### src/rtl/ght_cam_mt.sv
// Thread-aware CAM of recently written GHT indices: NRD registered parallel lookups,
// round-robin allocation with duplicate suppression, and per-thread flush.
module ght_cam_mt #(
    parameter  int ADDR_W = 13,
    parameter  int DEPTH  = 32,
    parameter  int NRD    = 4,
    parameter  int THR_W  = 1,
    localparam int IDX_W  = $clog2(DEPTH)
) (
    input  logic                    clk,
    input  logic                    rst_n,
    input  logic                    read_clkEn,
    input  logic [NRD*ADDR_W-1:0]   read_addr,
    input  logic [NRD*THR_W-1:0]    read_thread,
    output logic [NRD-1:0]          read_hit,
    output logic [NRD*IDX_W-1:0]    read_idx,
    input  logic [ADDR_W-1:0]       write_addr,
    input  logic                    write_wen,
    input  logic [THR_W-1:0]        write_thread,
    output logic                    write_dup,
    input  logic                    except,
    input  logic [THR_W-1:0]        except_thread,
    output logic [IDX_W:0]          count,
    output logic                    full
);

    logic [DEPTH-1:0]  valid;
    logic [THR_W-1:0]  ent_thr  [DEPTH];
    logic [ADDR_W-1:0] ent_addr [DEPTH];
    logic [IDX_W-1:0]  wrtpos;

    logic [NRD-1:0]       hit_p0;
    logic [NRD*IDX_W-1:0] idx_p0;
    logic                 dup_p0;
    logic                 flush_wr;
    logic                 accept;
    logic                 alloc;

    // Lookup against pre-edge contents; scanning downward leaves the lowest match.
    always_comb begin
        hit_p0 = '0;
        idx_p0 = '0;
        for (int p = 0; p < NRD; p++) begin
            for (int e = DEPTH - 1; e >= 0; e--) begin
                if (valid[e] &&
                    ent_addr[e] == read_addr[p*ADDR_W +: ADDR_W] &&
                    ent_thr[e]  == read_thread[p*THR_W +: THR_W]) begin
                    hit_p0[p]                 = 1'b1;
                    idx_p0[p*IDX_W +: IDX_W]  = IDX_W'(e);
                end
            end
            if (except && except_thread == read_thread[p*THR_W +: THR_W]) begin
                hit_p0[p]                = 1'b0;
                idx_p0[p*IDX_W +: IDX_W] = '0;
            end
        end
    end

    always_comb begin
        dup_p0 = 1'b0;
        for (int e = 0; e < DEPTH; e++) begin
            if (valid[e] && ent_addr[e] == write_addr && ent_thr[e] == write_thread)
                dup_p0 = 1'b1;
        end
    end

    // A flush of the writing thread kills the write outright.
    assign flush_wr = except && (except_thread == write_thread);
    assign accept   = write_wen && !flush_wr;
    assign alloc    = accept && !dup_p0;

    always_ff @(posedge clk or negedge rst_n) begin
        if (!rst_n) begin
            valid     <= '0;
            wrtpos    <= '0;
            read_hit  <= '0;
            read_idx  <= '0;
            write_dup <= 1'b0;
            for (int e = 0; e < DEPTH; e++) begin
                ent_thr[e]  <= '0;
                ent_addr[e] <= '0;
            end
        end else begin
            if (read_clkEn) begin
                read_hit <= hit_p0;
                read_idx <= idx_p0;
            end
            if (write_wen)
                write_dup <= accept && dup_p0;
            for (int e = 0; e < DEPTH; e++) begin
                if (except && ent_thr[e] == except_thread)
                    valid[e] <= 1'b0;
            end
            // Placed after the flush loop so a cross-thread allocation survives it.
            if (alloc) begin
                valid[wrtpos]    <= 1'b1;
                ent_thr[wrtpos]  <= write_thread;
                ent_addr[wrtpos] <= write_addr;
                wrtpos           <= wrtpos + IDX_W'(1);
            end
        end
    end

    always_comb begin
        count = '0;
        for (int e = 0; e < DEPTH; e++)
            count = count + (IDX_W+1)'(valid[e]);
    end

    assign full = (count == (IDX_W+1)'(DEPTH));

endmodule

### config.mk
export PLATFORM = sky130hd
export DESIGN_NAME = ght_cam_mt
export DESIGN_NICKNAME = d
export VERILOG_FILES = /design/src/rtl/ght_cam_mt.sv
export SDC_FILE = /design/constraint.sdc
export NUM_CORES = 2
export LEC_CHECK = 0
export CAP_MARGIN = 40
export CELL_PAD_IN_SITES_DETAIL_PLACEMENT = 0
export CELL_PAD_IN_SITES_GLOBAL_PLACEMENT = 1
export CORE_MARGIN = 1
export CORE_UTILIZATION = 40
export DETAILED_ROUTE_END_ITERATION = 12
export PLACE_DENSITY_LB_ADDON = 0.25
export SLEW_MARGIN = 40
export SYNTH_ARGS = -nofsm -noshare
export SYNTH_HDL_FRONTEND = slang
export SYNTH_SLANG_ARGS = --single-unit
### constraint.sdc
create_clock -name clk -period 8.6 [get_ports clk]
set_clock_uncertainty 0.05 [all_clocks]
set_input_delay 0.86 -clock clk [delete_from_list [all_inputs] [get_ports clk]]
set_output_delay 0.86 -clock clk [all_outputs]
set_load 0.02 [all_outputs]
==> impl_metrics.ini <==
[drt]
drc = 0
routedWlPerCell_um = 38.14
vias = 46390
antenna_left = 0
avgViaCountPerCell = 6.562
drt_iter0_markers = 7289
first_pass_iters = 5
wl_um = 269700

[critical_path]
critPathCaptureType = output port
crit_path_start_kind = flip-flop
cp.arrival_ps = 6920
worst_ep_required_time_ps = 7690
cp_max_fo = 9
criticalPathCategory = flip-flop to output port
r2r_cells = 9

[global_route]
grt_pass1_vias = 44560
antenna_found_initial = 15
grt_max_degree = 138
overflow = 0
grtUsageTotal_pct = 38.82
grt_pass1_wl_um = 368400

[floorplanning]
core-area_um2 = 132100
ios = 108
die_height_um = 368.0
initial_core_util_pct = 40.54
dieArea_um2 = 135400
row_count = 133
die-width_um = 368.0

[sta]
hold_ws_ps = 93.65
finalCritPeriodShare_pct = 91.04
fin_crit_ps = 7829
setup_ws_ps = 770.9
finalSetupTns_ps = 0
maxSlewViolCount = 0
max_freq_mhz = 127.7
tightest_slew_ps = 966.3
setup_viol = 0
hold_viol = 0
slew_headroom_pct = 34.99
rsz0062_at_grt = no

[clock_network]
cts_buffer_depth = 3
cts_buffers = 71
clk_latency_ps = 720
root_buffer = clkbuf_16
holdBufCountCts = 0
cts_tree = done
postCtsSetupBuffers = 0
cts_resized = 0
cts-htree-levels = 3
clkTransAtPathRegs_ps = 60
cts.sinks = 510

[placed_design]
numPortBuffers = 107
place_hpwl_um = 176700
dp_slack_ps = 1573
gp_congestion = 1.036
placedCellCount = 6936

[synth]
netlist.area_leader.share_pct = 35.17
ys_warn_count = 0
synth_fa_ha_area_share_pct = 1.154
netlist_area_um2 = 53570
synth_top_cells_by_count = xnor2_1 (2,151), nand4_1 (621), dfrtp_1 (510)
yosysTopAreaCell = xnor2_1
synth_compound_area_share_pct = 1.574
async_reset_ff_share_pct = 100.0
syn_inst = 5772
synth.ff_latch_count = 510
synth_top_family_by_area = XOR/XNOR gates
synth_simple_gate_area_share_pct = 16.72
muxShareOfSynthArea_pct = 11.27
yosysSeqAreaShare_pct = 23.82
synth.top_cells.by_area = xnor2_1 (35%), dfrtp_1 (24%), mux2_4 (7.3%)
synth_cell_type_count = 71
synth_edf_count = 0
synth_most_common_cell = xnor2_1
syn_nets = 5883
synth_xor_area_share_pct = 37.34
syn_avg_cell_area_um2 = 9.281
synth-main-ff-cell = dfrtp_1

[power_and_ir_drop]
ir_worst_vdd_v = 0.0003455
pwr_density_cell_nw_per_um2 = 314.1
comb_power_share_pct = 47.4
p_switching_mw = 8.046
p_sw_share_pct = 45.21
clockPowerShare_pct = 18.2
p_leak_nw = 19.61
intPower_mw = 9.750
p_seq_share_pct = 34.4
power.total_mw = 17.80

[final_layout]
drive_above_1_share_pct = 17.01
fill_cells = 12890
regArea_um2 = 12760
areaGrowthSynthToFinish_pct = 5.778
fin_cells = 7070
multi_input_area_um2 = 36870
nets = 5367

[outcome]
status = complete, no violations

[flow_run]
maxCapViolations = 0

[min_path]
hold_class = primary input to async pin
## layout by cell type, fill, tap and decap left out, types with 6 or more instances in the layout
master and count:
nand4b_1 15, or4_1 25, bufinv_16 8, buf_4 214, ha_1 11, a211oi_1 10
a21oi_1 18, mux2_2 188, inv_1 48, clkdlybuf4s50_1 34, nand2_1 152, clkbuf_16 74
nor2b_1 10, o21ai_0 20, clkbuf_1 6, clkinvlp_4 6, nor4_4 6, clkbuf_8 13
xnor2_1 2151, nand3_1 203, buf_12 7, fa_1 24, nor3_1 47, or3_1 6
nor2_1 78, dfrtp_1 510, nor4_2 47, nor4b_1 12, xor2_1 133, diode_2 6
mux2_4 261, o2bb2ai_1 12, nand2b_1 7, nand4_4 29, clkinv_2 15, nor4_1 177
nand4_1 621
## power groups by stage
stage	combinational, mW	clock, mW	sequential, mW
finish	8.43	3.24	6.13
CTS	8.27	3.28	6.02
floorplan	8.74	0	3.47
global route	9.06	3.35	6.20
detailed placement	8.23	0	6.06
global placement	8.13	0	6.06
## final cells by class
class | instances | area share [%]
Multi-Input combinational cell | 4362 | 65.07
Tap cell | 1755 | 3.875
Clock buffer | 93 | 3.623
Antenna cell | 6 | 0.02650
Clock inverter | 33 | 0.7110
Inverter | 49 | 0.3246
Timing Repair Buffer | 262 | 3.846
Sequential cell | 510 | 22.52
## registers in the layout, summed over array words and instances (netlist names)
name / flops
ent_addr: 416
ent_thr: 32
valid: 32
read_idx: 20
wrtpos: 5
read_hit: 4
write_dup: 1
## logic make-up after synthesis
group                      count (synthesis)
muxes                                    449
DFF                                      510
buffers and inverters                    900
and+or+nand+nor                         1476
xor gates and xnor gates                2284
AOI/OAI and AO/OA                        118
adders and majority gates                 35
## final timing paths
kind                                           startpoint                        end  slack [ps]
worst min register to register      write_dup$_DFFE_PN0P_      write_dup$_DFFE_PN0P_         440
min in group clk                    write_dup$_DFFE_PN0P_      write_dup$_DFFE_PN0P_         440
worst max-delay path                  valid[25]$_DFF_PN0_                       full         770
worst max register to register  ent_addr[212]$_DFFE_PN0P_  ent_addr[385]$_DFFE_PN0P_        4450
worst min-delay path                                rst_n  ent_addr[202]$_DFFE_PN0P_          90
max in group asynchronous                           rst_n    ent_thr[25]$_DFFE_PN0P_        7060
## worst max-delay path, cell delays in order (launching register included)
cell	delay (ps)
dfrtp_1	520
inv_1	180
fa_1	660
fa_1	640
inv_1	70
fa_1	470
inv_1	50
fa_1	600
fa_1	460
fa_1	440
inv_1	70
ha_1	150
inv_1	60
fa_1	460
inv_1	70
a21o_1	120
a21oi_1	70
xnor2_1	150
nor2_1	110
nand2_1	50
nor4_1	180
clkdlybuf4s50_1	650
## through the flow
step                util, %  cell area [um^2]
global placement      40.70             53770
finish                42.89             56670
floorplan                 -             53570
detailed placement    40.92             54070
global route          42.88             56650
CTS                   42.78             56520
## routing by layer
metal | GRT usage, % | vias to the layer above | part of all wire, %
met5 | 0 | - | 0.033
met4 | 23.52 | 14 | 7.4
met3 | 11.09 | 1001 | 13
met2 | 53.75 | 3693 | 40
met1 | 52.80 | 23230 | 40
li1 | - | 18460 | -
Power figures use the tool's default switching activity.
